### src/rtl/ldst_address_buffer.sv
// In-order load/store address buffer: holds lw/sw entries in program order,
// resolves base/store-data operands from the CDB and computes effective addresses.
module ldst_address_buffer #(
    parameter int unsigned DEPTH   = 4,
    parameter int unsigned ROBEN_W = 5,
    parameter int unsigned DATA_W  = 32
) (
    input  logic               clk,
    input  logic               rst,
    input  logic               InstQ_VALID_Inst,
    input  logic [11:0]        Decoded_opcode,
    input  logic [ROBEN_W-1:0] Decoded_ROBEN,
    input  logic [4:0]         Decoded_Rd,
    input  logic [ROBEN_W-1:0] ROBEN1,
    input  logic [ROBEN_W-1:0] ROBEN2,
    input  logic [DATA_W-1:0]  ROBEN1_VAL,
    input  logic [DATA_W-1:0]  ROBEN2_VAL,
    input  logic [DATA_W-1:0]  Immediate,
    input  logic               CDB_VALID,
    input  logic [ROBEN_W-1:0] CDB_ROBEN,
    input  logic [DATA_W-1:0]  CDB_VAL,
    input  logic               FLUSH,
    input  logic               MEM_READY,
    output logic               LdStB_FULL,
    output logic               LdStB_EMPTY,
    output logic               MEM_VALID,
    output logic [ROBEN_W-1:0] MEM_ROBEN,
    output logic [4:0]         MEM_Rd,
    output logic [11:0]        MEM_opcode,
    output logic [DATA_W-1:0]  MEM_EA,
    output logic [DATA_W-1:0]  MEM_WDATA
);

    localparam int unsigned PTR_W = $clog2(DEPTH);
    localparam int unsigned CNT_W = PTR_W + 1;
    localparam logic [11:0] OP_LW = 12'h8C0;
    localparam logic [11:0] OP_SW = 12'hAC0;

    logic [PTR_W-1:0] head;
    logic [PTR_W-1:0] tail;
    logic [CNT_W-1:0] count;

    logic [DEPTH-1:0]   e_valid;
    logic [DEPTH-1:0]   e_ea_valid;
    logic [11:0]        e_opcode [DEPTH];
    logic [ROBEN_W-1:0] e_roben  [DEPTH];
    logic [4:0]         e_rd     [DEPTH];
    logic [ROBEN_W-1:0] e_q1     [DEPTH];
    logic [ROBEN_W-1:0] e_q2     [DEPTH];
    logic [DATA_W-1:0]  e_v1     [DEPTH];
    logic [DATA_W-1:0]  e_v2     [DEPTH];
    logic [DATA_W-1:0]  e_imm    [DEPTH];
    logic [DATA_W-1:0]  e_ea     [DEPTH];

    logic               is_ldst_c;
    logic               head_ready_c;
    logic               retire_c;
    logic               alloc_c;
    logic               byp1_c;
    logic               byp2_c;
    logic [ROBEN_W-1:0] q1_in_c;
    logic [ROBEN_W-1:0] q2_in_c;
    logic [DATA_W-1:0]  v1_in_c;
    logic [DATA_W-1:0]  v2_in_c;

    // Head issue condition and allocation/retire decisions
    always_comb begin
        is_ldst_c    = (Decoded_opcode == OP_LW) || (Decoded_opcode == OP_SW);
        head_ready_c = e_valid[head] && e_ea_valid[head] &&
                       ((e_opcode[head] != OP_SW) || (e_q2[head] == '0));
        retire_c     = head_ready_c && MEM_READY;
        // A full buffer still accepts when the head frees its slot this cycle
        alloc_c      = InstQ_VALID_Inst && is_ldst_c && (!LdStB_FULL || retire_c);
    end

    // Same-cycle CDB bypass for incoming operands
    always_comb begin
        byp1_c  = CDB_VALID && (ROBEN1 != '0) && (ROBEN1 == CDB_ROBEN);
        byp2_c  = CDB_VALID && (ROBEN2 != '0) && (ROBEN2 == CDB_ROBEN);
        q1_in_c = byp1_c ? '0 : ROBEN1;
        q2_in_c = byp2_c ? '0 : ROBEN2;
        v1_in_c = byp1_c ? CDB_VAL : ROBEN1_VAL;
        v2_in_c = byp2_c ? CDB_VAL : ROBEN2_VAL;
    end

    // Pointers and occupancy
    always_ff @(posedge clk or negedge rst) begin
        if (!rst) begin
            head  <= '0;
            tail  <= '0;
            count <= '0;
        end else if (FLUSH) begin
            head  <= '0;
            tail  <= '0;
            count <= '0;
        end else begin
            if (alloc_c) begin
                tail <= tail + PTR_W'(1);
            end
            if (retire_c) begin
                head <= head + PTR_W'(1);
            end
            if (alloc_c && !retire_c) begin
                count <= count + CNT_W'(1);
            end else if (!alloc_c && retire_c) begin
                count <= count - CNT_W'(1);
            end
        end
    end

    // Entry storage: CDB capture, EA generation, retire, then allocation wins
    always_ff @(posedge clk or negedge rst) begin
        if (!rst) begin
            e_valid    <= '0;
            e_ea_valid <= '0;
            for (int i = 0; i < DEPTH; i++) begin
                e_opcode[i] <= '0;
                e_roben[i]  <= '0;
                e_rd[i]     <= '0;
                e_q1[i]     <= '0;
                e_q2[i]     <= '0;
                e_v1[i]     <= '0;
                e_v2[i]     <= '0;
                e_imm[i]    <= '0;
                e_ea[i]     <= '0;
            end
        end else if (FLUSH) begin
            e_valid    <= '0;
            e_ea_valid <= '0;
        end else begin
            for (int i = 0; i < DEPTH; i++) begin
                if (e_valid[i] && CDB_VALID && (e_q1[i] != '0) && (e_q1[i] == CDB_ROBEN)) begin
                    e_v1[i] <= CDB_VAL;
                    e_q1[i] <= '0;
                end
                if (e_valid[i] && CDB_VALID && (e_q2[i] != '0) && (e_q2[i] == CDB_ROBEN)) begin
                    e_v2[i] <= CDB_VAL;
                    e_q2[i] <= '0;
                end
                // Uses the registered V1, so EA lags any V1 capture by a cycle
                if (e_valid[i] && (e_q1[i] == '0) && !e_ea_valid[i]) begin
                    e_ea[i]       <= e_v1[i] + e_imm[i];
                    e_ea_valid[i] <= 1'b1;
                end
                if (retire_c && (head == PTR_W'(i))) begin
                    e_valid[i]    <= 1'b0;
                    e_ea_valid[i] <= 1'b0;
                end
                if (alloc_c && (tail == PTR_W'(i))) begin
                    e_valid[i]    <= 1'b1;
                    e_ea_valid[i] <= 1'b0;
                    e_opcode[i]   <= Decoded_opcode;
                    e_roben[i]    <= Decoded_ROBEN;
                    e_rd[i]       <= Decoded_Rd;
                    e_q1[i]       <= q1_in_c;
                    e_q2[i]       <= q2_in_c;
                    e_v1[i]       <= v1_in_c;
                    e_v2[i]       <= v2_in_c;
                    e_imm[i]      <= Immediate;
                end
            end
        end
    end

    assign LdStB_FULL  = (count == CNT_W'(DEPTH));
    assign LdStB_EMPTY = (count == '0);
    assign MEM_VALID   = head_ready_c;
    assign MEM_ROBEN   = e_roben[head];
    assign MEM_Rd      = e_rd[head];
    assign MEM_opcode  = e_opcode[head];
    assign MEM_EA      = e_ea[head];
    assign MEM_WDATA   = e_v2[head];

endmodule
### config.mk
export PLATFORM = sky130hd
export DESIGN_NAME = ldst_address_buffer
export DESIGN_NICKNAME = d
export VERILOG_FILES = /design/src/rtl/ldst_address_buffer.sv
export SDC_FILE = /design/constraint.sdc
export NUM_CORES = 2
export LEC_CHECK = 0
export ABC_AREA = 1
export ABC_CLOCK_PERIOD_IN_PS = 2270
export CORE_ASPECT_RATIO = 1.4
export CORE_MARGIN = 2
export CORE_UTILIZATION = 50
export CTS_BUF_LIST = sky130_fd_sc_hd__clkbuf_4
export DETAILED_ROUTE_END_ITERATION = 8
export HOLD_SLACK_MARGIN = 0.08
export PLACE_DENSITY = 0.69
export RECOVER_POWER = 100
export REMOVE_ABC_BUFFERS = 1
export SYNTH_ARGS = -nofsm -noshare
export SYNTH_HDL_FRONTEND = slang
export SYNTH_SLANG_ARGS = --single-unit
export TNS_END_PERCENT = 1
### constraint.sdc
create_clock -name clk -period 2.27 [get_ports clk]
set_input_delay 0.454 -clock clk [delete_from_list [all_inputs] [get_ports clk]]
set_output_delay 0.454 -clock clk [all_outputs]
set_load 0.01 [all_outputs]
==> results summary <==
In this run the critical register-to-register path is launched from head[0]. The final number of hold-violating endpoints is 0. The power per cell area is ~460 nW/um^2. The area added between synthesis and finish came out at 34.5%. The count of cells along the worst hold path is 3. The synthesized design spends more area on one cell type than any other, namely sky130_fd_sc_hd__dfrtp_1. The clock transition at the registers of the reported paths is 0.07 ns.

The smallest clock period supported by the final layout is computed as 3.42 ns. The power consumption came out at 24.2 mW. By area the synthesized netlist is led by sky130_fd_sc_hd__dfrtp_1 42%, sky130_fd_sc_hd__nand2_1 19%, sky130_fd_sc_hd__o21ai_0 7.4%, sky130_fd_sc_hd__nand3_1 5.5%, sky130_fd_sc_hd__ha_1 4.3%. The congestion estimate from routability-driven global placement came to 1.00.

TritonCTS built the clock tree. The total clock sinks came out at 655. The flip-flop and latch count after synthesis came out at 655. The routed wirelength normalized by instance count is 21.3 um. The post-synthesis sequential area ratio came out at 0.423. Counting instances in the post-synthesis netlist gives the leading cell types as 1987 x sky130_fd_sc_hd__nand2_1, 655 x sky130_fd_sc_hd__dfrtp_1, 571 x sky130_fd_sc_hd__o21ai_0. Once layout is done, the placed cells without fillers occupy 52100 um^2. The kind of launch point of the worst setup path is a register. Across all register-to-register paths, the minimum setup slack is -1.06 ns. Including well taps, the total number of placed cells is 7008. The iteration-0 DRC count of the detailed router came out at approximately 4200. The latest clock arrival within the worst-skew pair came out at 1.11 ns.

The peak supply drop came out at about 0.00042 V. The final-layout setup total negative slack is -640.24 ns. The CTS H-tree depth is 4. The proportion of netlist area held by the largest area contributor came out at 0.423. The number of maximum-capacitance violations came out at 1. Data on the critical path arrives at its endpoint at 2.96 ns. The most common cell in the netlist is sky130_fd_sc_hd__nand2_1. The number of buffers created by CTS is 170. In the routed design, unresolved DRC markers number 0. After synthesis, the share of flip-flops with an asynchronous set or reset is 1.00. The die is 239 um wide. For this run, the leading register cell type out of synthesis is sky130_fd_sc_hd__dfrtp_1.

Once routing completed, OpenROAD measured the worst setup slack at -1.15 ns. The initial antenna violation count is 4. The final worst hold slack is between 0.15 and 0.2 ns. The number of buffers between clock root and the deepest sink came out at 3.

In this run the worst hold path is classified as in2reg. In the finished design, the share of the clock period the worst path needs comes to 1.51. The floorplan die area came out at 79800 um^2.

Before antenna repair, the detailed router went through 8 iterations. The routed layout has 42200 vias. For this configuration, the core starts out at a cell density of 0.506. The number of nets in the final layout is 6616. After detailed routing, the number of vias per cell comes to about 5.7. The non-filler instance count after layout is ~7400. The total of warnings raised by yosys is 0. During placement, the flow inserted port buffers numbering 259. The largest fanout on the critical path is 7.

The row count came out at 120. The run finished, with violations left. In the global route stage, overall resource usage came out at 0.390. The instance area after placement came out at 47400 um^2. The instance count of the mapped netlist is 5353.

The checks that failed: capacitance limit, slew limit, setup timing. The antenna violation net count after detailed routing is 0. The wire length of the first global-routing pass came out at 236000 um.

In this run the worst setup path begins at head[0]. The fraction of layout instances using a drive strength above 1 came out at 0.225. The actual transition at the worst max-transition pin is roughly 1.7 ns.

The synthesized area is just under 40000 um^2. Entering global routing, the biggest net connects 91 pins. The die height came out at 333 um. The final global-route overflow total came out at 0. The clock tree skew after final layout is roughly 0.07 ns. The core region is 76600 um^2. After synthesis, the netlist uses 51 different library cells. The via count of the first global-routing pass came out at between 40000 and 50000. The maximum achievable frequency came out at just under 300 MHz. Summed over all cells, the static leakage comes to 27.7 nW. In this run the tightest slew margin relative to its limit is -0.109. The worst endpoint required time came out at approximately 1.8 ns. The count of flip-flops with a built-in enable after synthesis came out at 0. The length in cells of the worst reg-to-reg path is 21. The HPWL after detailed placement is 112000 um. In this run the most critical hold path is launched from Immediate[5].

The final number of setup-violating endpoints came out at ~1100. Pin placement for this block handled between 200 and 300 I/O pins. The tree is rooted in a sky130_fd_sc_hd__clkbuf_4. After detailed routing, the total wire length is about 160000 um.

After synthesis, the mean cell area works out to roughly 7.2 um^2. Setup repair after global routing could not meet its margin everywhere. The critical setup path kind is reg2out.

The max-slew violation count came to 17. STA classifies the critical path endpoint as an output pin.
==> path summary, 6_finish.rpt <==
kind                                     end
max in group asynchronous          e_v1[102]
worst min-delay path                e_imm[5]
worst max-delay path               MEM_VALID
worst max register to register      e_v2[34]
worst min register to register  e_opcode[46]
min in group asynchronous           e_v2[35]
==> metal layers <==
| layer | wire [um] | GRT usage |
|---|---|---|
| met1 | 60700 | 0.484 |
| met4 | 11000 | 0.243 |
| met3 | 13200 | 0.0735 |
| met2 | 72700 | 0.627 |
| met5 | 37 | 0 |
==> final cells by class <==
type                       count  area (um^2)
timing repair buffer        1056         9930
timing repair inverter         2         17.5
multi-input combinational   4059        21000
antenna                        5         12.5
inverter                     364         1390
clock buffer                 236         1770
fill                        6613        24500
tap                          976         1220
sequential                   655        16400
clock inverter                54          332
==> registers in the layout, summed over array words and instances, names as in the netlist <==
signal,flops
tail,2
e_valid,4
e_q1,20
e_v1,128
head,2
e_ea,128
count,3
e_ea_valid,4
e_rd,20
e_v2,128
e_q2,20
e_imm,128
e_opcode,48
e_roben,20
==> metrics by stage <==
stage	setup slack, ns	util
6_report	-1.15	0.681
3_5_place_dp	-0.776	0.618
2_1_floorplan	-6.85	-
3_3_place_gp	-0.792	0.618
4_1_cts	-1.17	0.667
5_1_grt	-1.26	0.681
==> worst max-delay path, cell delays in order (launching register included) <==
cell                       delay, ns
sky130_fd_sc_hd__dfrtp_4        0.52
sky130_fd_sc_hd__buf_12         0.16
sky130_fd_sc_hd__buf_16         0.15
sky130_fd_sc_hd__buf_6          0.12
sky130_fd_sc_hd__nand2_2        0.05
sky130_fd_sc_hd__nand3_2        0.08
sky130_fd_sc_hd__nand2_2        0.08
sky130_fd_sc_hd__nand4_1        0.11
sky130_fd_sc_hd__nor2_1         0.15
sky130_fd_sc_hd__buf_4          0.20
sky130_fd_sc_hd__a21boi_4       0.09
sky130_fd_sc_hd__buf_2          0.14
==> kinds of logic (layout without fill, tap and decap cells) <==
family | Yosys count | count (layout) | synth area share
buffers and inverters | 639 | 1712 | 0.0722
AND/OR/NAND/NOR | 2902 | 2902 | 0.307
flip-flops | 655 | 655 | 0.423
adder cells (fa/ha/maj) | 137 | 137 | 0.0452
other | 0 | 5 | 0
XOR/XNOR | 91 | 91 | 0.0206
multiplexers | 4 | 4 | 0.00103
AO/OA/AOI/OAI | 925 | 925 | 0.131
==> placed cells by master, fill, tap and decap left out, types with 65 or more instances in the layout <==
cell type                         count
sky130_fd_sc_hd__nand2_1           1889
sky130_fd_sc_hd__dfrtp_1            652
sky130_fd_sc_hd__buf_4              593
sky130_fd_sc_hd__o21ai_0            416
sky130_fd_sc_hd__nand3_1            390
sky130_fd_sc_hd__inv_1              348
sky130_fd_sc_hd__nor2_1             302
sky130_fd_sc_hd__clkbuf_4           239
sky130_fd_sc_hd__clkdlybuf4s50_1    172
sky130_fd_sc_hd__ha_1               117
sky130_fd_sc_hd__o21ai_1            111
sky130_fd_sc_hd__a21oi_1            106
sky130_fd_sc_hd__nand2_2             92
sky130_fd_sc_hd__buf_12              77
sky130_fd_sc_hd__buf_6               65
==> power by group <==
part           leakage, nW  internal, mW  total (mW)  switching [mW]
combinational         17.5         0.751        1.81            1.06
clock                 1.24          5.14        10.4            5.29
sequential            8.96          11.8        11.9           0.116
==> timing repair <==
action	in CTS	in global routing
gates resized for setup	510	421
cloned	18	2
pin swaps	66	56
endpoints found under the setup margin	696	707
buffers inserted	32	13
hold endpoints to repair	784	0
hold buffers	43	0
Note: power is estimated with default switching activity, not from simulation.
